[config.mk]
export PLATFORM = sky130hd
export DESIGN_NAME = crop_max_buffer
export DESIGN_NICKNAME = d
export VERILOG_FILES = /design/src/rtl/crop_max_buffer.sv
export SDC_FILE = /design/constraint.sdc
export NUM_CORES = 1
export LEC_CHECK = 0
export CELL_PAD_IN_SITES_DETAIL_PLACEMENT = 1
export CELL_PAD_IN_SITES_GLOBAL_PLACEMENT = 1
export CORE_MARGIN = 4
export CORE_UTILIZATION = 55
export DETAILED_ROUTE_END_ITERATION = 7
export PLACE_DENSITY_LB_ADDON = 0.1
export RECOVER_POWER = 25
export SYNTH_ARGS = -nofsm -noshare
export SYNTH_HDL_FRONTEND = slang
export SYNTH_SLANG_ARGS = --single-unit
[constraint.sdc]
create_clock -name clk -period 3.6 [get_ports clk]
set_input_delay 0.54 -clock clk [delete_from_list [all_inputs] [get_ports clk]]
set_output_delay 0.54 -clock clk [all_outputs]
set_load 0.01 [all_outputs]
[src/rtl/crop_max_buffer.sv]
// Captures one raster frame, keeps an OUT_ROWS x OUT_COLS crop in a local RAM while
// tracking its maximum, then replays the crop on an AXI-Stream master with that maximum.
module crop_max_buffer #(
    parameter int IN_ROWS  = 16,
    parameter int IN_COLS  = 16,
    parameter int OUT_ROWS = 10,
    parameter int OUT_COLS = 10
) (
    input  logic                         clk,
    input  logic                         reset,
    input  logic                         ap_start,
    output logic                         ap_ready,
    output logic                         ap_idle,
    output logic                         ap_done,
    input  logic [$clog2(IN_ROWS)-1:0]   crop_row0,
    input  logic [$clog2(IN_COLS)-1:0]   crop_col0,
    input  logic                         s_axis_tvalid,
    output logic                         s_axis_tready,
    input  logic [7:0]                   s_axis_tdata,
    output logic [7:0]                   norm_denominator,
    output logic                         norm_denominator_tvalid,
    output logic                         m_axis_tvalid,
    input  logic                         m_axis_tready,
    output logic [7:0]                   m_axis_tdata
);
    localparam int RW = $clog2(IN_ROWS);
    localparam int CW = $clog2(IN_COLS);
    localparam int N  = OUT_ROWS * OUT_COLS;
    localparam int AW = $clog2(N);

    typedef enum logic [1:0] {
        S_IDLE    = 2'd0,
        S_CAPTURE = 2'd1,
        S_EMIT    = 2'd2
    } state_t;

    state_t          state_q;
    logic [RW-1:0]   row_q, r0_q;
    logic [CW-1:0]   col_q, c0_q;
    logic [AW-1:0]   wr_addr_q;
    logic [AW:0]     rd_addr_q, out_cnt_q;
    logic [7:0]      max_q, max_d;
    logic [7:0]      denom_q, ram_q;
    logic            ap_ready_q, ap_done_q, s_tready_q, denom_vld_q, m_tvalid_q;
    logic [7:0]      mem [N];

    logic [RW:0]     row_sum_s, r0_end_s;
    logic [CW:0]     col_sum_s, c0_end_s;
    logic [RW-1:0]   r0_lat_s;
    logic [CW-1:0]   c0_lat_s;
    logic            in_win_s, beat_s, wr_en_s, last_in_s;
    logic            out_hs_s, rd_en_s, last_out_s;

    // Offsets are pulled back so the whole window always fits inside the frame
    assign row_sum_s = {1'b0, crop_row0} + (RW+1)'(OUT_ROWS);
    assign col_sum_s = {1'b0, crop_col0} + (CW+1)'(OUT_COLS);
    assign r0_lat_s  = (row_sum_s > (RW+1)'(IN_ROWS)) ? RW'(IN_ROWS - OUT_ROWS) : crop_row0;
    assign c0_lat_s  = (col_sum_s > (CW+1)'(IN_COLS)) ? CW'(IN_COLS - OUT_COLS) : crop_col0;

    assign r0_end_s  = {1'b0, r0_q} + (RW+1)'(OUT_ROWS);
    assign c0_end_s  = {1'b0, c0_q} + (CW+1)'(OUT_COLS);
    assign in_win_s  = (row_q >= r0_q) && ({1'b0, row_q} < r0_end_s) &&
                       (col_q >= c0_q) && ({1'b0, col_q} < c0_end_s);
    assign beat_s    = s_tready_q && s_axis_tvalid;
    assign wr_en_s   = beat_s && in_win_s;
    assign last_in_s = beat_s && (row_q == RW'(IN_ROWS - 1)) && (col_q == CW'(IN_COLS - 1));

    // The RAM read register doubles as the output stage: a read is issued only
    // when that stage is empty or draining, giving 1 beat/cycle without drops.
    assign out_hs_s   = m_tvalid_q && m_axis_tready;
    assign rd_en_s    = (state_q == S_EMIT) && (rd_addr_q < (AW+1)'(N)) &&
                        (!m_tvalid_q || m_axis_tready);
    assign last_out_s = out_hs_s && (out_cnt_q == (AW+1)'(N - 1));

    // Running maximum including the beat being accepted this cycle
    always_comb begin
        max_d = max_q;
        if (wr_en_s && (s_axis_tdata > max_q)) begin
            max_d = s_axis_tdata;
        end else begin
            max_d = max_q;
        end
    end

    // Control FSM with all handshake/status outputs registered
    always_ff @(posedge clk) begin
        if (reset) begin
            state_q     <= S_IDLE;
            ap_ready_q  <= 1'b1;
            ap_done_q   <= 1'b0;
            s_tready_q  <= 1'b0;
            denom_vld_q <= 1'b0;
            denom_q     <= 8'd0;
            m_tvalid_q  <= 1'b0;
            row_q       <= '0;
            col_q       <= '0;
            r0_q        <= '0;
            c0_q        <= '0;
            wr_addr_q   <= '0;
            rd_addr_q   <= '0;
            out_cnt_q   <= '0;
            max_q       <= 8'd0;
        end else begin
            ap_done_q <= 1'b0;
            case (state_q)
                S_IDLE: begin
                    if (ap_start) begin
                        r0_q       <= r0_lat_s;
                        c0_q       <= c0_lat_s;
                        row_q      <= '0;
                        col_q      <= '0;
                        wr_addr_q  <= '0;
                        max_q      <= 8'd0;
                        ap_ready_q <= 1'b0;
                        s_tready_q <= 1'b1;
                        state_q    <= S_CAPTURE;
                    end
                end
                S_CAPTURE: begin
                    if (beat_s) begin
                        if (col_q == CW'(IN_COLS - 1)) begin
                            col_q <= '0;
                            row_q <= row_q + RW'(1);
                        end else begin
                            col_q <= col_q + CW'(1);
                        end
                        if (wr_en_s) begin
                            wr_addr_q <= wr_addr_q + AW'(1);
                        end
                        max_q <= max_d;
                        if (last_in_s) begin
                            s_tready_q  <= 1'b0;
                            denom_vld_q <= 1'b1;
                            denom_q     <= (max_d == 8'd0) ? 8'd1 : max_d;
                            rd_addr_q   <= '0;
                            out_cnt_q   <= '0;
                            state_q     <= S_EMIT;
                        end
                    end
                end
                S_EMIT: begin
                    if (rd_en_s) begin
                        rd_addr_q  <= rd_addr_q + (AW+1)'(1);
                        m_tvalid_q <= 1'b1;
                    end else if (out_hs_s) begin
                        m_tvalid_q <= 1'b0;
                    end
                    if (out_hs_s) begin
                        out_cnt_q <= out_cnt_q + (AW+1)'(1);
                    end
                    if (last_out_s) begin
                        ap_done_q   <= 1'b1;
                        ap_ready_q  <= 1'b1;
                        denom_vld_q <= 1'b0;
                        state_q     <= S_IDLE;
                    end
                end
                default: begin
                    state_q     <= S_IDLE;
                    ap_ready_q  <= 1'b1;
                    s_tready_q  <= 1'b0;
                    denom_vld_q <= 1'b0;
                    m_tvalid_q  <= 1'b0;
                end
            endcase
        end
    end

    // Crop buffer write port
    always_ff @(posedge clk) begin
        if (wr_en_s) begin
            mem[wr_addr_q] <= s_axis_tdata;
        end
    end

    // Crop buffer registered read port, which also holds m_axis_tdata
    always_ff @(posedge clk) begin
        if (reset) begin
            ram_q <= 8'd0;
        end else if (rd_en_s) begin
            ram_q <= mem[rd_addr_q[AW-1:0]];
        end
    end

    assign ap_ready                = ap_ready_q;
    assign ap_idle                 = ap_ready_q;
    assign ap_done                 = ap_done_q;
    assign s_axis_tready           = s_tready_q;
    assign norm_denominator        = denom_q;
    assign norm_denominator_tvalid = denom_vld_q;
    assign m_axis_tvalid           = m_tvalid_q;
    assign m_axis_tdata            = ram_q;

endmodule

---- After elaboration in Yosys (flattened, before gate mapping) ----
Memories as Yosys holds them, arrays and structs flattened. A register that Yosys moved wholly into a read port is not among the register bits.
Index checks and enable logic that the tools add are counted.
word-level totals
  bits in read-only memories .............. 0
  RAM bits ................................ 800
  output and inout bits ................... 22
  bits in registers ....................... 62
  memories ................................ 1
  bits of input ports ..................... 21
  logic and storage cells ................. 129
  bits in latches ......................... 0
memory list
  name  words  width  read ports  clocked after Yosys merged registers in  wr ports  RTL line  source
  mem   100    8      1           1                                        1         45        logic [7:0] mem [N];
operators by class
  divide/modulo/power cells ............... 0
  equal/unequal tests ..................... 14
  $mul .................................... 0
  reductions and logical operators ........ 32
  mux-type cells .......................... 46
  bitwise operators ....................... 4
  add/subtract/negate cells ............... 9
  order comparisons ....................... 8
  shift-type cells ........................ 0
operators with widths
  cell                                                                          number
  8-bit two-way mux                                                             8
  8-bit one-hot mux with 2 select lines                                         3
  4-bit two-way mux                                                             7
  4-bit AND reduction                                                           7
  7-bit two-way mux                                                             3
  4-bit by 4-bit adder with 5-bit output, second input constant                 4
  8-bit by 1-bit adder with 8-bit output, second input constant                 2
  2-bit != test, second input constant                                          8
  4-bit one-hot mux with 2 select lines                                         2
  7-bit one-hot mux with 2 select lines                                         1
  1-bit two-way mux                                                             13
  1-bit logical AND                                                             12
  5-bit > comparator, second input constant                                     2
  4-bit by 5-bit less-than comparator with 1-bit output                         2
  1-bit one-hot mux with 3 select lines                                         3
  3-bit AND reduction                                                           3
  4-bit by 1-bit adder with 4-bit output, second input constant                 2
  4-bit == test, second input constant                                          2
  8-bit by 7-bit == test with 1-bit output, second input constant               1
  4-bit greater-or-equal comparator                                             2
  8-bit > comparator                                                            1
  8-bit logical NOT                                                             1
  8-bit by 7-bit less-than comparator with 1-bit output, second input constant  1
  2-bit two-way mux                                                             4
  13 further kinds                                                              19

---- Depth between registers and ports, before layout ----
  word-level depth ........................ 10
  mapped depth ............................ 12
  depth with buffers taken out ............ 9

---- Least setup slack after synthesis ----
Ideal clock, no wire load.
  kind .................................... reg2reg
  from .................................... register r0_q[1]
  to ...................................... memory mem[76][0], enable pin
  library setup time ...................... 370 ps
  setup slack ............................. 398 ps
  arrival time ............................ 2831 ps
  data required time ...................... 3230 ps
  cell stages (with the launch flop) ...... 11
  period minus slack after synthesis ...... 3202 ps
  cells stage by stage .................... dfxtp_1 -> ha_1 -> xor2_1 -> ha_1 -> a21oi_1 -> o21ai_0 -> a211oi_2 -> nand3_2 -> or4b_2 -> buf_2 -> nor2_1
between the ends
  cells in the longest elaborated chain, start to end .. 8
  elaborated cells between the ends (all ways) .. 9
ends and longest elaborated chain
  element                                                RTL line  source
  from (decl)                                            38        logic [RW-1:0] row_q, r0_q;
  from (signal assigned)                                 108       r0_q <= r0_lat_s;
  4-bit by 4-bit adder with 5-bit output                 60        assign r0_end_s = {1'b0, r0_q} + (RW+1)'(OUT_ROWS);
  4-bit by 5-bit less-than comparator with 1-bit output  62        assign in_win_s = (row_q >= r0_q) && ({1'b0, row_q} < r0_end_s) &&
  1-bit logical AND (*) (2 in series)                    62
  1-bit logical AND (*)                                  63        (col_q >= c0_q) && ({1'b0, col_q} < c0_end_s);
  1-bit logical AND (*)                                  65        assign wr_en_s = beat_s && in_win_s;
  1-bit two-way mux (*)                                  171       if (wr_en_s) begin
  1-bit two-way mux (implied by the code) (*)            172       mem[wr_addr_q] <= s_axis_tdata;
  to (decl)                                              45
Every way passes the cells marked *; elsewhere a longest branch is shown, timed or not.

---- Worst setup path after layout ----
  from .................................... register r0_q[1]
  to ...................................... memory mem[92][5], enable pin
Same word-level chain as after synthesis.

==> flow_metrics.py <==
metrics = {
    "synth": {
        "synth_edf_count": 800,
        "synth_warnings": 0,
        "synth_fp_nets": 1965,
        "syn_area_um2": 34900,
        "synth.distinct_cells": 70,
        "synth_ff_type": "edfxtp_1",
        "syn_inst": 1913,
        "synth-seq-cells": 870,
        "avgSynthCellArea_um2": 18.3,
        "async_reset_ff_share_pct": 0,
        "synth_seq_area_share_pct": 72.8,
    },
    "finish": {
        "nets": 2168,
        "drive_gt1_share_pct": 23.8,
        "fill_cells": 5354,
        "final_cell_mix": "edfxtp_1 (800), mux4_2 (194), buf_4 (162)",
        "final_common_cell": "edfxtp_1",
        "syn2layout_area_growth_pct": 15.3,
        "final_cells": 3031,
    },
    "worst_setup_path": {
        "crit_path_start_kind": "register",
        "crit_type": "register to register",
        "cp-startpoint": "r0_q[1]$_SDFFE_PP0P_",
        "crit_fanout": 12,
        "critPathRequiredTime_ns": 3.95,
        "cp_data_arrival_time_ns": 3.70,
        "endpoint_kind": "register",
        "r2r_start": "r0_q[1]$_SDFFE_PP0P_",
    },
    "route": {
        "via_per_inst": 6.44,
        "drc": 0,
        "first_pass_iters": 6,
        "routed_wl_um": 94500,
        "vias": 19500,
        "ant_nets": 0,
        "drtIter0Drc": 2020,
        "drt-wirelength-per-cell_um": 31.2,
    },
    "placed_design": {
        "io_buffers": 42,
        "dp_slack_ns": 0.191,
        "routabilityCongestion": 0.846,
        "place_hpwl_um": 60200,
        "dp_cells": 2872,
    },
    "outcome": {
        "status": "finished with violations",
        "violations": "max-capacitance violations, max-slew violations",
    },
    "grt": {
        "grt_max_degree": 104,
        "grt_pass1_wl_um": 141000,
        "track_usage_pct": 28.6,
        "grt_pass1_vias": 20700,
        "antenna_found_initial": 0,
        "gr-total-overflow": 0,
    },
    "clock_network": {
        "cts_sinks": 870,
        "hold_buffers": 0,
        "postCtsSetupBuffers": 0,
        "root_buffer": "clkbuf_16",
        "htreeDepth": 3,
        "ctsResizeCount": 0,
        "clk_pin_slew_ns": 0.06,
        "cts_tree": "done",
        "cts_inserted_buffers": 88,
        "clock_latency_ns": 0.64,
        "cts.path.max_buffers": 3,
    },
    "pwr": {
        "finalPower_mw": 21.1,
        "p_leak_nw": 12.5,
        "p_per_area_nw_per_um2": 524,
        "vdd_drop_max_uv": 506,
    },
    "sta": {
        "rsz0062_at_grt": "no",
        "slew_headroom_pct": -72.4,
        "clock_skew_ns": 0.0204,
        "layout_min_cycle_time_ns": 3.36,
        "hold_slack_ns": 0.254,
        "worst_pin_slew_ns": 2.59,
        "slew_violations": 348,
        "setup_ws_ns": 0.242,
        "setup_tns_ns": 0,
        "fmax_mhz": 298,
        "hold_viol_final": 0,
        "setup_viol": 0,
        "min_period_over_period_pct": 93.3,
    },
    "die": {
        "initial_utilization_pct": 55.5,
        "ios": 43,
        "die_width_um": 260,
        "core_area_um2": 63000,
        "dieArea_um2": 67600,
        "rows": 92,
        "die_y_um": 260,
    },
    "worst_hold_path": {
        "min_from": "reset",
        "hold_class": "input port to register",
    },
    "run": {
        "max_cap_violations": 5,
    },
}
-- worst max-delay path, stage by stage (launching register included) --
cell,delay [ns]
dfxtp_1,0.38
ha_1,0.20
xor2_1,0.18
ha_1,0.27
a21oi_1,0.12
o21ai_0,0.11
a211oi_2,0.27
nand3_2,0.15
or4b_2,0.65
buf_4,0.26
nor2_1,0.26
buf_4,0.22
-- final timing paths --
kind | end | slack [ns] | cells past startpoint
worst min-delay path | m_axis_tvalid$_SDFFE_PP0P_ | 0.25 | 2
worst min register to register | r0_q[0]$_SDFFE_PP0P_ | 0.46 | 2
worst max register to register | mem[92][5]$_DFFE_PP_ | 0.24 | 11
worst max-delay path | mem[92][5]$_DFFE_PP_ | 0.24 | 11
-- per-layer routing --
| metal | vias to the layer above | global-route usage [%] | part of all wire, % |
|---|---|---|---|
| met5 | - | 0 | 0 |
| met2 | 793 | 47.0 | 50 |
| li1 | 8187 | - | - |
| met3 | 154 | 4.54 | 7.1 |
| met1 | 10400 | 40.4 | 40 |
| met4 | 0 | 8.39 | 2.9 |
-- cells by family (layout without fill, tap and decap cells) --
logic type               count (synthesis)  after routing  synth area share, %
flip-flops                             870            870                 72.8
AND/OR/NAND/NOR                        400            400                 5.61
multiplexers                           244            244                 14.0
AO/OA/AOI/OAI                          220            220                 4.19
buffers and inverters                  132            403                 1.89
adder cells (fa/ha/maj)                 31             31                 1.11
XOR/XNOR                                16             16                0.401
other                                    0              1                    0
-- cells in the mapped netlist, types with 8 or more instances --
| cell | number | area share [%] |
|---|---|---|
| edfxtp_1 | 800 | 69 |
| mux4_2 | 194 | 13 |
| nor2_1 | 146 | 1.6 |
| dfxtp_1 | 70 | 4.0 |
| nand2_1 | 60 | 0.64 |
| a21oi_1 | 51 | 0.73 |
| clkbuf_1 | 48 | 0.52 |
| o21ai_0 | 44 | 0.63 |
| mux2i_1 | 43 | 1.2 |
| nand3_1 | 42 | 0.60 |
| ha_1 | 31 | 1.1 |
| nor3_1 | 30 | 0.43 |
| buf_2 | 24 | 0.34 |
| nor2b_1 | 24 | 0.43 |
| inv_1 | 23 | 0.25 |
| a211oi_1 | 20 | 0.43 |
| a22oi_1 | 20 | 0.43 |
| nand4_1 | 19 | 0.34 |
| buf_4 | 18 | 0.39 |
| nor4_1 | 16 | 0.29 |
| o211ai_1 | 14 | 0.30 |
| nand2b_1 | 13 | 0.23 |
| xor2_1 | 12 | 0.30 |
| a2111oi_0 | 9 | 0.23 |
| buf_1 | 9 | 0.097 |
| o22ai_1 | 9 | 0.16 |
| a31oi_1 | 8 | 0.14 |
| or3_1 | 8 | 0.14 |
-- power breakdown --
part,leakage (nW),internal (mW),switching (mW)
registers,7.76,11.0,0.00986
logic,3.29,0.0682,0.291
clock network,1.48,5.88,3.79
total,12.5,17.0,4.09
-- flip-flops by register name, summed over array words and instances, names as in the netlist --
signal	count
wr_addr_q	7
c0_q	4
col_q	4
rd_addr_q	8
norm_denominator	8
ap_idle	1
row_q	4
state_q	2
m_axis_tdata	8
r0_q	4
mem	800
norm_denominator_tvalid	1
max_q	8
ap_done	1
s_axis_tready	1
m_axis_tvalid	1
out_cnt_q	8
-- stage by stage --
| step | instance area, um2 | utilization (%) |
|---|---|---|
| 6_report | 40300 | 64.0 |
| 5_1_grt | 40300 | 63.9 |
| 4_1_cts | 40300 | 64.1 |
| 3_5_place_dp | 37300 | 59.3 |
| 3_3_place_gp | 37300 | 59.3 |
| 2_1_floorplan | 34900 | - |
-- cell type report --
type | count | area [um2] | share of cell area, %
Multi-Input combinational cell | 911 | 8850 | 22.0
Clock inverter | 48 | 691 | 1.72
Inverter | 25 | 93.8 | 0.233
Timing Repair Buffer | 220 | 1800 | 4.46
Tap cell | 846 | 1060 | 2.63
Sequential cell | 870 | 25400 | 63.2
Antenna cell | 1 | 2.50 | 0.00621
Clock buffer | 110 | 2340 | 5.80
(Power assumes the default switching activity.)
